File: src/rtl/afifo_tb_pkg.sv
`default_nettype none
// ============================================================================
// Module      : afifo_tb_pkg
// Description : Shared word width, data type and skid-buffer occupancy states
// Revision    : 1.0 - initial release
// ============================================================================
package afifo_tb_pkg;

    localparam int DATA_WIDTH = 8;
    localparam int RD_CNT_W   = 16;

    typedef logic [DATA_WIDTH-1:0] afifo_data_t;

    typedef enum logic [1:0] {
        OCC_EMPTY = 2'd0,
        OCC_ONE   = 2'd1,
        OCC_FULL  = 2'd2
    } skid_occ_e;

endpackage
`default_nettype wire

File: src/rtl/afifo_skid_buf2.sv
`default_nettype none
// ============================================================================
// Module      : afifo_skid_buf2
// Description : Two-entry valid/ready skid buffer (push side / pop side)
// Revision    : 1.0 - initial release
// ============================================================================
module afifo_skid_buf2
    import afifo_tb_pkg::*;
#(
    parameter int WIDTH = DATA_WIDTH
) (
    input  logic             clk,
    input  logic             rst,
    input  logic             push,
    input  logic [WIDTH-1:0] din,
    input  logic             pop,
    output logic [1:0]       occ,
    output logic [WIDTH-1:0] dout
);

    skid_occ_e        r_occ;
    skid_occ_e        w_occ_nxt;
    logic [WIDTH-1:0] r_head;
    logic [WIDTH-1:0] r_tail;
    logic [WIDTH-1:0] w_head_nxt;
    logic [WIDTH-1:0] w_tail_nxt;
    logic             w_pop;
    logic             w_push;

    // A push into a full buffer is only legal when the head leaves the same cycle.
    assign w_pop  = pop && (r_occ != OCC_EMPTY);
    assign w_push = push && ((r_occ != OCC_FULL) || w_pop);

    always_ff @(posedge clk or posedge rst) begin
        if (rst) begin
            r_occ  <= OCC_EMPTY;
            r_head <= '0;
            r_tail <= '0;
        end else begin
            r_occ  <= w_occ_nxt;
            r_head <= w_head_nxt;
            r_tail <= w_tail_nxt;
        end
    end

    always_comb begin
        w_occ_nxt  = r_occ;
        w_head_nxt = r_head;
        w_tail_nxt = r_tail;
        case (r_occ)
            OCC_EMPTY: begin
                if (w_push) begin
                    w_occ_nxt  = OCC_ONE;
                    w_head_nxt = din;
                end
            end
            OCC_ONE: begin
                if (w_push && w_pop) begin
                    w_head_nxt = din;
                end else if (w_push) begin
                    w_occ_nxt  = OCC_FULL;
                    w_tail_nxt = din;
                end else if (w_pop) begin
                    w_occ_nxt  = OCC_EMPTY;
                end
            end
            OCC_FULL: begin
                if (w_pop) begin
                    w_head_nxt = r_tail;
                    if (w_push) begin
                        w_tail_nxt = din;
                    end else begin
                        w_occ_nxt  = OCC_ONE;
                    end
                end
            end
            default: begin
                w_occ_nxt = OCC_EMPTY;
            end
        endcase
    end

    assign occ  = r_occ;
    assign dout = r_head;

endmodule
`default_nettype wire

File: src/rtl/afifo_rd_stream_adapter.sv
`default_nettype none
// ============================================================================
// Module      : afifo_rd_stream_adapter
// Description : Async-FIFO read-end consumer: throttled pops into a skid-buffered
//               valid/ready stream, with pop counter and incrementing-pattern checker
// Revision    : 1.0 - initial release
// ============================================================================
module afifo_rd_stream_adapter
    import afifo_tb_pkg::*;
#(
    parameter int                    DATA_WIDTH = afifo_tb_pkg::DATA_WIDTH,
    parameter int                    CNT_W      = RD_CNT_W,
    parameter int                    GAP_W      = 4,
    parameter logic [DATA_WIDTH-1:0] CHK_SEED   = '0
) (
    input  logic                  rclk,
    input  logic                  rrst,
    input  logic                  rempty,
    input  logic [DATA_WIDTH-1:0] rdata,
    output logic                  rinc,
    output logic                  m_valid,
    output logic [DATA_WIDTH-1:0] m_data,
    input  logic                  m_ready,
    input  logic                  throttle_en,
    input  logic [GAP_W-1:0]      throttle_gap,
    input  logic                  chk_en,
    input  logic                  clr,
    output logic [CNT_W-1:0]      rd_count,
    output logic                  chk_err
);

    logic [1:0]            w_occ;
    logic                  w_accept;
    logic [GAP_W-1:0]      r_gap;
    logic [CNT_W-1:0]      r_cnt;
    logic [DATA_WIDTH-1:0] r_exp;
    logic                  r_err;

    // Occupancy is registered, so rinc never depends combinationally on m_ready.
    assign rinc     = !rrst && !rempty && (r_gap == '0) && (w_occ < 2'd2);
    assign m_valid  = (w_occ != 2'd0);
    assign w_accept = m_valid && m_ready;

    afifo_skid_buf2 #(
        .WIDTH (DATA_WIDTH)
    ) u_skid (
        .clk  (rclk),
        .rst  (rrst),
        .push (rinc),
        .din  (rdata),
        .pop  (w_accept),
        .occ  (w_occ),
        .dout (m_data)
    );

    always_ff @(posedge rclk or posedge rrst) begin
        if (rrst) begin
            r_gap <= '0;
        end else if (rinc && throttle_en) begin
            r_gap <= throttle_gap;
        end else if (r_gap != '0) begin
            r_gap <= r_gap - 1'b1;
        end
    end

    // A clear takes precedence: a pop in the same cycle is neither counted nor checked.
    always_ff @(posedge rclk or posedge rrst) begin
        if (rrst) begin
            r_cnt <= '0;
            r_exp <= CHK_SEED;
            r_err <= 1'b0;
        end else if (clr) begin
            r_cnt <= '0;
            r_exp <= CHK_SEED;
            r_err <= 1'b0;
        end else if (rinc) begin
            r_cnt <= r_cnt + 1'b1;
            r_exp <= r_exp + 1'b1;
            if (chk_en && (rdata != r_exp)) begin
                r_err <= 1'b1;
            end
        end
    end

    assign rd_count = r_cnt;
    assign chk_err  = r_err;

endmodule
`default_nettype wire

File: config.mk
export PLATFORM = sky130hd
export DESIGN_NAME = afifo_rd_stream_adapter
export DESIGN_NICKNAME = d
export VERILOG_FILES = /design/src/rtl/afifo_tb_pkg.sv /design/src/rtl/afifo_skid_buf2.sv /design/src/rtl/afifo_rd_stream_adapter.sv
export SDC_FILE = /design/constraint.sdc
export NUM_CORES = 1
export LEC_CHECK = 0
export ABC_CLOCK_PERIOD_IN_PS = 5600
export BUFFER_PORTS_ARGS = -buffer_cell sky130_fd_sc_hd__buf_4
export CELL_PAD_IN_SITES_DETAIL_PLACEMENT = 2
export CELL_PAD_IN_SITES_GLOBAL_PLACEMENT = 2
export CORE_AREA = 2 2 65 113
export CTS_CLUSTER_DIAMETER = 30
export CTS_CLUSTER_SIZE = 30
export DETAILED_ROUTE_END_ITERATION = 10
export DIE_AREA = 0 0 67 115
export MAX_ROUTING_LAYER = met4
export PLACE_DENSITY_LB_ADDON = 0.2
export SLEW_MARGIN = 20
export SYNTH_ARGS = -nofsm -noshare
export SYNTH_HDL_FRONTEND = slang
export SYNTH_HIERARCHICAL = 1
export SYNTH_SLANG_ARGS = --single-unit
File: constraint.sdc
create_clock -name rclk -period 5.6 [get_ports rclk]
set_clock_uncertainty 0.1 [all_clocks]
set_input_delay 0 -clock rclk [delete_from_list [all_inputs] [get_ports rclk]]
set_output_delay 0 -clock rclk [all_outputs]
set_load 0.02 [all_outputs]
Word level (Yosys, flattened, before mapping)
Index checks and enable logic that the tools add are counted.
Widths: inputs -> output; s select.
{"block": "totals", "input_bits": 19, "word_cells": 70, "regBits": 47, "out_inout_bits": 27}
{"block": "classes", "n_eq_ne": 10, "magnitude_cmp": 1, "muxes": 24, "n_reduce_logical": 25, "addsub": 3}
{"operator": "$mux 8", "count": 8}
{"operator": "$mux 16", "count": 2}
{"operator": "$pmux 8 s3", "count": 1}
{"operator": "$add 16x1->16 const B", "count": 1}
{"operator": "$pmux 8 s2", "count": 1}
{"operator": "$mux 2", "count": 6}
{"operator": "$reduce_bool 2->1", "count": 5}
{"operator": "$logic_and 1x1->1", "count": 9}
{"operator": "$add 8x1->8 const B", "count": 1}
{"operator": "$mux 4", "count": 2}
{"operator": "$ne 8x8->1", "count": 1}
{"operator": "$ne 2x1->1 const B", "count": 3}
{"operator": "$ne 2x2->1 const B", "count": 3}
{"operator": "$pmux 2 s3", "count": 1}
{"operator": "$reduce_and 5->1", "count": 1}
{"operator": "$logic_not 4->1", "count": 1}
{"operator": "$reduce_and 4->1", "count": 1}
{"operator": "$reduce_bool 4->1", "count": 1}
{"operator": "$sub 4x1->4 const B", "count": 1}
{"operator": "$mux 1", "count": 3}
{"operator": "$ne 3x1->1 const B", "count": 1}
{"operator": "$reduce_and 3->1", "count": 1}
{"operator": "$reduce_bool 3->1", "count": 1}
{"operator": "$eq 2x1->1 const B", "count": 1}
{"operator": "6 further kinds", "count": 7}

Logic depth before layout (Yosys ltp)
Gate-level depths: netlist (run 1).
{"block": "depth", "ltp_word": 8, "mapped_depth": 8, "ltp_nobuf": 8}

Modules after synthesis
Netlist (run 1), hierarchy kept.
{"module": "afifo_rd_stream_adapter", "instances": 1, "seq_area_each_um2": 725.7, "area_per_inst_um2": 1589.0, "cells_per_inst": 170}
{"module": "afifo_skid_buf2", "instances": 1, "seq_area_each_um2": 450.4, "area_per_inst_um2": 917.1, "cells_per_inst": 57}

Worst setup path after synthesis (run 1)
No wires, ideal clock.
{"block": "synth_timing", "kind": "register to register", "start": "register r_gap[0]", "end": "register u_skid.r_tail[0]", "t_required_ns": 5.375, "path_buffers": 0, "stages_incl_launch_ff": 9, "synth_period_minus_slack_ns": 2.359, "setup_ns": 0.125, "slack_ns": 3.241, "arrival_ns": 2.134, "cell_sequence": "dfrtp_1 -> inv_1 -> ha_1 -> nor3b_1 -> nand2_1 -> inv_2 -> nand2_1 -> o22ai_4 -> mux2_2"}
{"block": "synth_between", "elab_chain_cells": 7, "word_cells_on_any_way": 11, "cone_classes": "eq/ne: 1; mux: 4; reduce/logical: 6"}
{"element": "start, declared", "line_no": "afifo_rd_stream_adapter.sv:34", "rtl": "logic [GAP_W-1:0] r_gap;"}
{"element": "start signal, assigned", "line_no": "afifo_rd_stream_adapter.sv:60", "rtl": "r_gap <= throttle_gap;"}
{"element": "start signal, assigned", "line_no": "afifo_rd_stream_adapter.sv:62", "rtl": "r_gap <= r_gap - 1'b1;"}
{"element": "$logic_not 4->1 *", "line_no": "afifo_rd_stream_adapter.sv:40", "rtl": "assign rinc = !rrst && !rempty && (r_gap == '0) && (w_occ < 2'd2);"}
{"element": "$logic_and 1x1->1 * (2 in series)", "line_no": "afifo_rd_stream_adapter.sv:40"}
{"element": "named net rinc", "line_no": "afifo_rd_stream_adapter.sv:20", "rtl": "output logic rinc,"}
{"element": "$logic_and 1x1->1 *", "line_no": "afifo_skid_buf2.sv:32", "rtl": "assign w_push = push && ((r_occ != OCC_FULL) || w_pop);"}
{"element": "$mux 8 / $logic_and 1x1->1 (equally long branches)"}
{"element": "$mux 8, or another cell as far along"}
{"element": "$pmux 8 s2 / $reduce_and 3->1 (equally long branches)"}
{"element": "end signal, assigned", "line_no": "afifo_skid_buf2.sv:42", "rtl": "r_tail <= w_tail_nxt;"}
{"element": "end, declared", "line_no": "afifo_skid_buf2.sv:24", "rtl": "logic [WIDTH-1:0] r_tail;"}
The timed path passes the listed nets; every way through them passes the cells marked *. The select of a mux whose other input is x is not followed.
A chain may end at the register's enable or synchronous reset.

Worst setup path after layout (run 1)
{"block": "layout_timing", "start": "register r_gap[0]", "end": "register r_err (netlist: chk_err)"}
{"block": "layout_between", "elab_chain_cells": 5}
{"element": "$logic_not 4->1", "line_no": "afifo_rd_stream_adapter.sv:40"}
{"element": "$logic_and 1x1->1 (2 in series)", "line_no": "afifo_rd_stream_adapter.sv:40"}
{"element": "$reduce_bool 2->1 (no line)"}
{"element": "$reduce_and 2->1 (no line)"}
{"element": "end signal, assigned", "line_no": "afifo_rd_stream_adapter.sv:71", "rtl": "r_err <= 1'b0;"}
{"element": "end signal, assigned", "line_no": "afifo_rd_stream_adapter.sv:75", "rtl": "r_err <= 1'b0;"}
{"element": "end signal, assigned", "line_no": "afifo_rd_stream_adapter.sv:80", "rtl": "r_err <= 1'b1;"}
{"element": "end, declared", "line_no": "afifo_rd_stream_adapter.sv:37", "rtl": "logic r_err;"}
Every way passes these cells.

==> impl_summary.log, run 1 <==
INFO  metric clock_sink_count = between 40 and 50
INFO  metric vdd_ir_drop_max = between 0.00015 and 0.0002 V
INFO  metric cts.clk_slew.worst_paths = roughly 0.060 ns
INFO  metric maximum_number_of_pins_on_one_net_before_global_route_repair = 30
INFO  metric layout-drive-gt1-share = 0.298
INFO  metric setup_viol = 0
INFO  metric die_height = roughly 120 um
INFO  metric global_route.usage.total = 0.218
INFO  metric postCtsSetupRepairBufs = 0
INFO  metric number_of_antenna_violations_at_the_first_check_in_global_routing = 0
INFO  metric clock-root-buffer = sky130_fd_sc_hd__clkbuf_16
INFO  metric cts.htree.levels = 2
INFO  metric drc = 0
INFO  metric status = finished clean
INFO  metric number_of_enable_flip_flop_cells_after_synthesis = 0
INFO  metric ys_dominant_reg_cell = sky130_fd_sc_hd__dfrtp_1
INFO  metric synthesis.instances = 227
INFO  metric die-area = 7710 um2
INFO  metric final_cell_area = between 3000 and 4000 um2
INFO  metric power.static_leakage = 1.45 nW
INFO  metric setup-tns-final = 0 ns
INFO  metric ant_nets = 0
INFO  metric max_clock_freq = roughly 330 MHz
INFO  metric power.sequential.fraction = 0.415
INFO  metric number_of_synthesis_warnings = 6
INFO  metric post_cts_sizing_count = 0
INFO  metric via_count = 2040
INFO  metric worstSetupPathType = reg2reg
INFO  metric layout-area-overhead-vs-synth = 30.8%
INFO  metric post-place-cells = ~350
INFO  metric synthArstFlopShare = 1.00
INFO  metric post_drt_wl_per_cell = approximately 19 um
INFO  metric power.combinational.fraction = 0.326
INFO  metric drt_pass1_iterations = 4
INFO  metric wire_length_of_the_first_global_routing_pass = between 10 and 15 mm
INFO  metric synth_nets = 250
INFO  metric cts_made_buffers = 5
INFO  metric floorplan.initialDensity = 0.368
INFO  metric netSwitchingFraction = 0.306
INFO  metric cts_tree = built
INFO  metric place_congestion = between 0.7 and 0.8
INFO  metric synth.distinct_cells = 37
INFO  metric post-dp-hpwl = slightly above 5 mm
INFO  metric register_area_share_after_synthesis = 0.469
INFO  metric synth.area.top_cells = sky130_fd_sc_hd__dfrtp_1 47%, sky130_fd_sc_hd__mux2_4 9.6%, sky130_fd_sc_hd__xnor2_1 5.9%
INFO  metric placed_area = slightly below 3000 um2
INFO  metric worst_ep_arrival_time = around 3.2 ns
INFO  metric n_antenna_cell = 0
INFO  metric worst_slew_margin_rel = 0.515
INFO  metric worst_pin_slew = just over 0.7 ns
INFO  metric worst_skew_pair.late_latency = 0.29 ns
INFO  metric fp.dieW = 67 um
INFO  metric groute.layer.met3.usage = 0.0323
INFO  metric crit_required = about 5.7 ns
INFO  metric non_filler_instances = between 300 and 400
INFO  metric num_io_pins = 46
INFO  metric layout_min_cycle_time = 3.06 ns
INFO  metric first_global_vias = between 2000 and 2500
INFO  metric detail_route.vias_per_cell = about 5.4
INFO  metric max_slew_violation_count = 0
INFO  metric power_per_cell_area = 346 nW/um2
INFO  metric rsz0062_at_grt = no
INFO  metric net-switching-power = between 0.3 and 0.4 mW
INFO  metric placement.setup.worst_slack = between 2 and 3 ns
INFO  metric grtUsageMet1 = 0.210
INFO  metric placement_rows = 40
INFO  metric synth_top_area_frac = 0.469
INFO  metric hold_violations = 0
INFO  metric post-synth-top-area-cell = sky130_fd_sc_hd__dfrtp_1
INFO  metric io_buffers = 45
INFO  metric final_min_period_over_clock_period = 0.546
INFO  metric fin_ws = between 2 and 3 ns
INFO  metric clock_tree.buffer_depth = 2
INFO  metric worstSetupStartpointType = register
INFO  metric synth_seq_cells = between 40 and 50
INFO  metric grt_use_met2 = 0.422
INFO  metric layout.nets = ~320
INFO  metric clock_power_share = 0.260
INFO  metric setup.worst_path.end_class = register
INFO  metric internal_power = about 0.8 mW
INFO  metric core-area = 6810 um2
INFO  metric syn_area = ~2500 um2
INFO  metric grt_busiest_layer = met2
INFO  metric path_max_fanout = 13
INFO  metric initial_drc_count = 76
INFO  metric wl = 7.17 mm
INFO  metric hold_class = in2reg
INFO  metric synth_area_per_cell = 11.0 um2
INFO  metric grt.overflow.total = 0
INFO  metric cap_viol_max_count = 0
INFO  metric layout_common_cells = 47 x sky130_fd_sc_hd__dfrtp_1, 47 x sky130_fd_sc_hd__buf_4, 20 x sky130_fd_sc_hd__dlygate4sd3_1
power by group through the flow:
stage	clock [mW]	sequential, mW	combinational [mW]
CTS	0.305	0.469	0.373
detailed placement	0	0.472	0.354
global route	0.317	0.480	0.403
floorplan	0	0.497	0.203
finish	0.294	0.470	0.369
global placement	0	0.471	0.339
final cells by class:
type	instances	area [um2]
Inverter	9	33.8
Clock buffer	6	139
Multi-Input combinational cell	165	1260
Tap cell	84	105
Timing Repair Buffer	67	553
Sequential cell	47	1180
Clock inverter	1	5.00
Fill cell	743	3530
critical path: stages (launching register included):
cell and delay, ns:
sky130_fd_sc_hd__dfrtp_1 0.37, sky130_fd_sc_hd__inv_1 0.11, sky130_fd_sc_hd__ha_1 0.20, sky130_fd_sc_hd__nor3b_1 0.55
sky130_fd_sc_hd__buf_4 0.28, sky130_fd_sc_hd__nand2_1 0.14, sky130_fd_sc_hd__inv_2 0.29, sky130_fd_sc_hd__o211ai_1 0.19
sky130_fd_sc_hd__a21oi_1 0.19, sky130_fd_sc_hd__dlygate4sd3_1 0.57
stage by stage:
step / hold slack, ns / utilization / power (mW)
3_3_place_gp: 0.0349 / 0.431 / 0.810
3_5_place_dp: 0.0430 / 0.431 / 0.826
4_1_cts: 0.109 / 0.481 / 1.15
2_1_floorplan: -0.161 / - / 0.700
5_1_grt: 0.154 / 0.481 / 1.20
6_report: 0.106 / 0.481 / 1.13
cell families (layout without fill, tap and decap cells):
group	Yosys count	after routing	share of synthesized area
compound gates	34	34	0.0869
xor+xnor	22	22	0.0769
fa+ha+maj	4	4	0.0200
simple gates	81	81	0.189
mux	24	24	0.132
flops	47	47	0.469
buf+inv	15	83	0.0260
final timing paths:
| kind | startpoint | end | slack (ns) | cells past startpoint |
|---|---|---|---|---|
| worst max-delay path | r_gap[0]$_DFFE_PP0P_ | chk_err$_DFFE_PP0P_ | 2.54 | 9 |
| worst min-delay path | rempty | rd_count[2]$_DFFE_PP0P_ | 0.11 | 5 |
| worst max register to register | r_gap[0]$_DFFE_PP0P_ | chk_err$_DFFE_PP0P_ | 2.54 | 9 |
| worst min register to register | u_skid/r_tail[5]$_DFFE_PP0P_ | u_skid/r_tail[5]$_DFFE_PP0P_ | 0.41 | 1 |
| max in group asynchronous | rrst | u_skid/dout[0]$_DFFE_PP0P_ | 4.63 | 3 |
| min in group asynchronous | rrst | r_exp[0]$_DFFE_PP0P_ | 0.27 | 4 |
routing by layer:
layer	wire, um	vias up
li1	-	937
met1	2400	1051
met2	4420	40
met3	189	12
met4	153	0
met5	0	-
state kept, by name, summed over array words and instances (netlist names):
signal and count:
u_skid/occ 2, rd_count 16, r_gap 4, chk_err 1, u_skid/dout 8, u_skid/r_tail 8, r_exp 8
cells in the mapped netlist, drive strengths merged (5+ instances only):
cell type,n
dfrtp,47
nor2,13
o21ai,9
xor2,5
a21oi,15
nand3,11
xnor2,17
nand4,10
nand2,13
or3,11
mux2,24
inv,9
what timing repair did:
action                     CTS  global route
hold buffers                20             0
hold endpoints to repair    78             0
setup endpoints to repair    0             0
Note: power is estimated with default switching activity, not from simulation.
==> inputs of run 2 (changes only) <==
Settings changed: ABC_CLOCK_PERIOD_IN_PS 5600 to 2700, CORE_AREA 2 2 65 113 to 2 2 70 123, DIE_AREA 0 0 67 115 to 0 0 72 125.
Clock period 5.6 ns to 2.7 ns, I/O delays scaled along.
==> run 2 against run 1 <==
Die area is 17% higher. Worst hold slack worse by 0.034 ns. Core utilization is 7.0 points lower. Non-clock buffer count is 2 higher. Highest routed layer unchanged.
==> impl_summary.log, run 2 (same netlist as run 1, synthesis figures left out) <==
INFO  metric cts_made_buffers = 5 (unchanged)
INFO  metric power.combinational.fraction = 0.307 (-0.019)
INFO  metric cts_tree = built
INFO  metric critical_path_buf_inv_count = 2 (-2)
INFO  metric max_clock_freq = 410 MHz (+26%)
INFO  metric largest_register_ff_count = 16 (unchanged)
INFO  metric final.fill_count = 869 (+17%)
INFO  metric non_filler_instances = 390 (+2.9%)
INFO  metric drc = 0 (unchanged)
INFO  metric critical_path.slowest_cell = sky130_fd_sc_hd__mux2_2
INFO  metric net-switching-power = 0.730 mW (+110%)
INFO  metric clock_tree.buffer_depth = 2 (unchanged)
INFO  metric detail_route.vias_per_cell = 5.17 (-3.9%)
INFO  metric post_drt_wl_per_cell = 17.7 um (-6.5%)
INFO  metric max_slew_violation_count = 0 (unchanged)
INFO  metric worst_pin_slew = 0.753 ns (+0.0259 ns)
INFO  metric placement_rows = 44 (+10%)
INFO  metric drt_pass1_iterations = 4 (unchanged)
INFO  metric final_min_period_over_clock_period = 0.902 (+0.356)
INFO  metric netSwitchingFraction = 0.297 (-0.00950)
INFO  metric clock-root-buffer = sky130_fd_sc_hd__clkbuf_16
INFO  metric cpLargestDelayFamily = simple AND/OR/NAND/NOR gates
INFO  metric worst_slew_margin_rel = 0.498 (-0.0173)
INFO  metric global_route.usage.total = 0.174 (-0.0440)
INFO  metric placed_area = 2970 um2 (+1.1%)
INFO  metric post_cts_sizing_count = 0 (unchanged)
INFO  metric worstSetupPathType = reg2reg
INFO  metric totalPowerFinal = 2.46 mW (+120%)
INFO  metric grt.overflow.total = 0 (unchanged)
INFO  metric io_buffers = 45 (unchanged)
INFO  metric rsz0062_at_grt = no
INFO  metric post-place-cells = 363 (+3.1%)
INFO  metric wl = 6.90 mm (-3.8%)
INFO  metric layout-drive-gt1-share = 0.309 (+0.0104)
INFO  metric layout_common_cells = 50 x sky130_fd_sc_hd__buf_4, 47 x sky130_fd_sc_hd__dfrtp_1, 19 x sky130_fd_sc_hd__dlygate4sd3_1
INFO  metric layout_min_cycle_time = 2.44 ns (-0.623 ns)
INFO  metric fin_ws = 0.264 ns (-2.28 ns)
INFO  metric path_max_fanout = 9 (-4)
INFO  metric worst_path_largest_cell_delay = 0.39 ns (-0.18 ns)
INFO  metric die_height = 125 um (+8.7%)
INFO  metric worstSetupStartpointType = register
INFO  metric worst_ep_arrival_time = 2.51 ns (-0.67 ns)
INFO  metric ant_nets = 0 (unchanged)
INFO  metric num_io_pins = 46 (unchanged)
INFO  metric hold_violations = 0 (unchanged)
INFO  metric placement.setup.worst_slack = 0.271 ns (-2.36 ns)
INFO  metric initial_drc_count = 82 (+7.9%)
INFO  metric post-dp-hpwl = 5.08 mm (-1.4%)
INFO  metric status = finished clean
INFO  metric ff_latch_area = 1180 um2 (unchanged)
INFO  metric fp.dieW = 72 um (+7.5%)
INFO  metric clock_power_share = 0.297 (+0.037)
INFO  metric crit_required = 2.77 ns (-2.95 ns)
INFO  metric n_antenna_cell = 0 (unchanged)
INFO  metric internal_power = 1.73 mW (+120%)
INFO  metric clock_sink_count = 47 (unchanged)
INFO  metric setup_viol = 0 (unchanged)
INFO  metric die-area = 9000 um2 (+17%)
INFO  metric cap_viol_max_count = 0 (unchanged)
INFO  metric wire_length_of_the_first_global_routing_pass = 11.6 mm (-3.2%)
INFO  metric worst_path_most_repeated_cell = sky130_fd_sc_hd__nand2_1
INFO  metric vdd_ir_drop_max = 0.000461 V (+150%)
INFO  metric multiInputGateArea = 1260 um2 (unchanged)
INFO  metric power.static_leakage = 1.47 nW (+1.5%)
INFO  metric layout.nets = 320 (+0.63%)
INFO  metric place_congestion = 0.750 (-1.7%)
INFO  metric via_count = 2018 (-1.1%)
INFO  metric final_cell_area = 3330 um2 (+1.6%)
INFO  metric hold_class = in2reg
INFO  metric cts.htree.levels = 2 (unchanged)
INFO  metric setup-tns-final = 0 ns (unchanged)
INFO  metric power.sequential.fraction = 0.396 (-0.019)
INFO  metric floorplan.initialDensity = 0.310 (-0.0585)
INFO  metric maximum_number_of_pins_on_one_net_before_global_route_repair = 30 (unchanged)
INFO  metric cts.clk_slew.worst_paths = 0.06 ns (about the same)
INFO  metric first_global_vias = 2210 (-6.0%)
INFO  metric path_cells = inv_1, ha_1, nor3b_1, nand2_1, inv_2, nand2_1, o22ai_4, mux2_2
INFO  metric layout.cells.most_common = sky130_fd_sc_hd__buf_4
INFO  metric core-area = 8090 um2 (+19%)
INFO  metric number_of_antenna_violations_at_the_first_check_in_global_routing = 0 (unchanged)
INFO  metric power_per_cell_area = 739 nW/um2 (+110%)
INFO  metric setup.worst_path.end_class = register
INFO  metric layout-area-overhead-vs-synth = 32.9%
INFO  metric worst_skew_pair.late_latency = 0.29 ns (about the same)
## run 2: area by class of cell
| type | instances | share of cell area |
|---|---|---|
| multi-input cells | 165 | 0.380 |
| flip-flops and latches | 47 | 0.353 |
| repair buffers | 69 | 0.170 |
| clock buffers | 6 | 0.0417 |
| well taps | 92 | 0.0346 |
| clock inverters | 2 | 0.0105 |
| inverters | 9 | 0.0101 |
## run 2: metal layers
metal  global-route usage  vias to the layer above  wire length, um
li1                     -                      945                -
met1                0.176                     1034             2470
met2                0.330                       32             4160
met3               0.0274                        7              177
met4               0.0533                        0               95
met5                    -                        -                0
## run 2: worst paths after layout
path / start / endpoint / slack (ns) / cells past startpoint
min: throttle_en / r_gap[1]$_DFFE_PP0P_ / 0.07 / 4
min in group asynchronous: rrst / r_gap[0]$_DFFE_PP0P_ / 0.27 / 4
max: r_gap[0]$_DFFE_PP0P_ / u_skid/r_tail[0]$_DFFE_PP0P_ / 0.26 / 8
max reg2reg: r_gap[0]$_DFFE_PP0P_ / u_skid/r_tail[0]$_DFFE_PP0P_ / 0.26 / 8
max in group asynchronous: rrst / u_skid/dout[1]$_DFFE_PP0P_ / 1.70 / 3
min reg2reg: u_skid/r_tail[4]$_DFFE_PP0P_ / u_skid/r_tail[4]$_DFFE_PP0P_ / 0.41 / 1
## run 2: tightest hold or removal path, stage by stage
cell and delay, ns:
sky130_fd_sc_hd__buf_4 0.10, sky130_fd_sc_hd__nand3_1 0.11, sky130_fd_sc_hd__nand3_1 0.11, sky130_fd_sc_hd__o211ai_1 0.08
## run 2: per-stage QoR
step,utilization,hold WS [ns]
floorplan,-,-0.161
global route,0.411,0.109
detailed placement,0.366,0.0469
global placement,0.366,0.0430
finish,0.411,0.0722
CTS,0.411,0.0839
## run 2: repair_timing
item                                   in CTS  in global routing
hold buffers                               19                  0
endpoints found under the hold margin      76                  0
buffers inserted                            0                  0
## run 2: power by group through the flow
stage	Clock [mW]	Combinational, mW	Sequential, mW
after floorplan	0	0.420	1.03
after global routing	0.781	0.817	0.996
after detailed placement	0	0.731	0.986
final	0.731	0.755	0.975
after global placement	0	0.708	0.982
after CTS	0.754	0.765	0.980
==> inputs of run 3 (changes only) <==
Settings changed: ABC_CLOCK_PERIOD_IN_PS 2700 to 3160, CORE_AREA 2 2 70 123 to 2 2 65 113, DIE_AREA 0 0 72 125 to 0 0 67 115.
Clock period 2.7 ns to 3.16 ns, I/O delays scaled along.
==> run 3 against run 2 <==
Sequential share of layout area rose by 0.34 points. Cell count fell by 1.8%. Worst setup slack improved by 0.020 ns. Worst hold slack improved by 0.014 ns. Total power fell by 16%. Die area fell by 14%. Non-clock buffer count rose by 1. First-iteration DRC count rose by 34%. Clock power fell by 29%. Routed wire length rose by 1.7%. Critical path type unchanged.
==> impl_summary.log, run 3 (same netlist as run 1, synthesis figures left out) <==
INFO  metric cts_tree = built
INFO  metric post-dp-hpwl = 4.99 mm (-1.7%)
INFO  metric cts.clk_slew.worst_paths = 0.06 ns (about the same)
INFO  metric timing.reg2reg.worst_path_depth = 9 (+1)
INFO  metric drc = 0 (unchanged)
INFO  metric layout-drive-gt1-share = 0.304 (-0.00438)
INFO  metric cts.htree.levels = 2 (unchanged)
INFO  metric setup.worst_path.end_class = register
INFO  metric timing.hold.ws = 0.0857 ns (+0.0135 ns)
INFO  metric worst_pin_slew = 0.732 ns (-0.0205 ns)
INFO  metric via_count = 2016 (-0.099%)
INFO  metric die-area = 7710 um2 (-14%)
INFO  metric drt_pass1_iterations = 3 (-1)
INFO  metric internal_power = 1.40 mW (-19%)
INFO  metric clock_power_share = 0.253 (-0.044)
INFO  metric worstSetupStartpointType = register
INFO  metric worst_path_largest_cell_delay = 0.57 ns (+0.18 ns)
INFO  metric worst_slew_margin_rel = 0.511 (+0.0137)
INFO  metric die_height = 115 um (-8.0%)
INFO  metric post-place-cells = 354 (-2.5%)
INFO  metric worstSetupPathType = reg2reg
INFO  metric vdd_ir_drop_max = 0.000429 V (-6.8%)
INFO  metric non_filler_instances = 383 (-1.8%)
INFO  metric hold_violations = 0 (unchanged)
INFO  metric io_buffers = 45 (unchanged)
INFO  metric first_global_vias = 2217 (+0.32%)
INFO  metric path_max_fanout = 12 (+3)
INFO  metric floorplan.initialDensity = 0.368 (+0.0585)
INFO  metric net-switching-power = 0.664 mW (-9.0%)
INFO  metric r2r_slack = 0.28 ns (+0.02 ns)
INFO  metric ant_nets = 0 (unchanged)
INFO  metric global_route.usage.total = 0.207 (+0.0334)
INFO  metric worstReg2RegStart = r_gap[0]$_DFFE_PP0P_
INFO  metric fin_ws = 0.283 ns (+0.0197 ns)
INFO  metric min_delay_path_depth = 4 (unchanged)
INFO  metric worst_ep_arrival_time = 2.95 ns (+0.44 ns)
INFO  metric wire_length_of_the_first_global_routing_pass = 11.4 mm (-1.6%)
INFO  metric place_congestion = 0.746 (-0.49%)
INFO  metric setup-tns-final = 0 ns (unchanged)
INFO  metric power.static_leakage = 1.46 nW (-0.34%)
INFO  metric layout.cells.most_common = sky130_fd_sc_hd__buf_4
INFO  metric detail_route.vias_per_cell = 5.26 (+1.7%)
INFO  metric final_min_period_over_clock_period = 0.910 (+0.00796)
INFO  metric netSwitchingFraction = 0.323 (+0.0260)
INFO  metric final_cell_area = 3300 um2 (-0.94%)
INFO  metric placement_rows = 40 (-9.1%)
INFO  metric fp.dieW = 67 um (-6.9%)
INFO  metric num_io_pins = 46 (unchanged)
INFO  metric n_antenna_cell = 0 (unchanged)
INFO  metric timing.hold.worst.start = throttle_en
INFO  metric max_clock_freq = 348 MHz (-15%)
INFO  metric layout.nets = 321 (+0.31%)
INFO  metric power.combinational.fraction = 0.339 (+0.032)
INFO  metric placement.setup.worst_slack = 0.677 ns (+0.406 ns)
INFO  metric critical_path.slowest_cell = sky130_fd_sc_hd__dlygate4sd3_1
INFO  metric finalCoreUtilization = 0.485 (+0.0731)
INFO  metric grt.overflow.total = 0 (unchanged)
INFO  metric clock_tree.buffer_depth = 2 (unchanged)
INFO  metric power.sequential.fraction = 0.408 (+0.012)
INFO  metric initial_drc_count = 110 (+34%)
INFO  metric power_per_cell_area = 624 nW/um2 (-16%)
INFO  metric largest_register_ff_count = 16 (unchanged)
INFO  metric setup_viol = 0 (unchanged)
INFO  metric worst_skew_pair.late_latency = 0.29 ns (about the same)
INFO  metric number_of_antenna_violations_at_the_first_check_in_global_routing = 0 (unchanged)
INFO  metric layout_min_cycle_time = 2.88 ns (+0.440 ns)
INFO  metric cap_viol_max_count = 0 (unchanged)
INFO  metric hold_class = in2reg
INFO  metric cts_made_buffers = 5 (unchanged)
INFO  metric totalPowerFinal = 2.06 mW (-16%)
INFO  metric placed_area = 2950 um2 (-0.59%)
INFO  metric timing.hold.worst_endpoint = r_gap[1]$_DFFE_PP0P_
INFO  metric core-area = 6810 um2 (-16%)
INFO  metric wl = 7.02 mm (+1.7%)
INFO  metric rsz0062_at_grt = no
INFO  metric max_slew_violation_count = 0 (unchanged)
INFO  metric path_cells = inv_1, ha_1, nor3b_1, buf_4, nand3_1, nor2_1, dlygate4sd3_1, a21oi_1, dlygate4sd3_1
INFO  metric worst_path_most_repeated_cell = sky130_fd_sc_hd__dlygate4sd3_1
INFO  metric layout_common_cells = 49 x sky130_fd_sc_hd__buf_4, 47 x sky130_fd_sc_hd__dfrtp_1, 21 x sky130_fd_sc_hd__dlygate4sd3_1
INFO  metric post_drt_wl_per_cell = 18.3 um (+3.6%)
INFO  metric layout-area-overhead-vs-synth = 31.6%
INFO  metric clock-root-buffer = sky130_fd_sc_hd__clkbuf_16
INFO  metric maximum_number_of_pins_on_one_net_before_global_route_repair = 30 (unchanged)
INFO  metric status = finished clean
INFO  metric crit_required = 3.23 ns (+0.46 ns)
INFO  metric clock_sink_count = 47 (unchanged)
INFO  metric worstReg2RegEnd = r_gap[0]$_DFFE_PP0P_
-- run 3: cell types whose count changed in the layout (fill, tap and decap cells not counted) --
cell / previous run / this run
sky130_fd_sc_hd__buf_4: 50 / 49
sky130_fd_sc_hd__clkbuf_8: 1 / 0
sky130_fd_sc_hd__clkinv_2: 1 / 3
sky130_fd_sc_hd__bufinv_16: 1 / 0
sky130_fd_sc_hd__dlygate4sd3_1: 19 / 21
-- run 3: worst max-delay path by stage --
stage                         startpoint                           end
global route        r_gap[0]$_DFFE_PP0P_          r_gap[0]$_DFFE_PP0P_
detailed placement  r_gap[0]$_DFFE_PP0P_  u_skid/r_tail[3]$_DFFE_PP0P_
finish              r_gap[0]$_DFFE_PP0P_          r_gap[0]$_DFFE_PP0P_
global placement    r_gap[0]$_DFFE_PP0P_  u_skid/r_tail[1]$_DFFE_PP0P_
CTS                 r_gap[0]$_DFFE_PP0P_          r_gap[0]$_DFFE_PP0P_
floorplan           r_gap[0]$_DFFE_PP0P_  u_skid/r_tail[0]$_DFFE_PP0P_
-- run 3: metal layers --
layer	track usage	routed length [um]
met5	-	0
met1	0.220	2690
met3	0.0352	170
met2	0.378	4050
met4	0.0653	110
-- run 3: area by class of cell --
class                      instances  area, um2
fill                             725       3510
multi-input combinational        165       1260
sequential                        47       1180
timing repair buffer              70        578
clock buffer                       5        125
tap                               84        105
inverter                           9       33.8
clock inverter                     3       15.0
-- run 3: power groups by stage --
| stage | Sequential [mW] | Combinational (mW) | Clock [mW] |
|---|---|---|---|
| final | 0.841 | 0.698 | 0.521 |
| after global routing | 0.859 | 0.750 | 0.555 |
| after CTS | 0.842 | 0.699 | 0.533 |
| after detailed placement | 0.846 | 0.665 | 0 |
| after global placement | 0.845 | 0.637 | 0 |
| after floorplan | 0.881 | 0.359 | 0 |
-- run 3: critical path: cells and delay by family, from the launching register on --
family                     cells  cell delay, ns
AOI/OAI and AO/OA              1            0.05
adders and majority gates      1            0.20
buffers and inverters          4            1.49
DFF                            1            0.39
and+or+nand+nor                3            0.52
-- run 3: timing repair --
item | CTS | global route
endpoints found under the hold margin | 80 | 0
setup buffers | 0 | 0
gates resized for setup | 0 | 0
hold buffers | 21 | 0
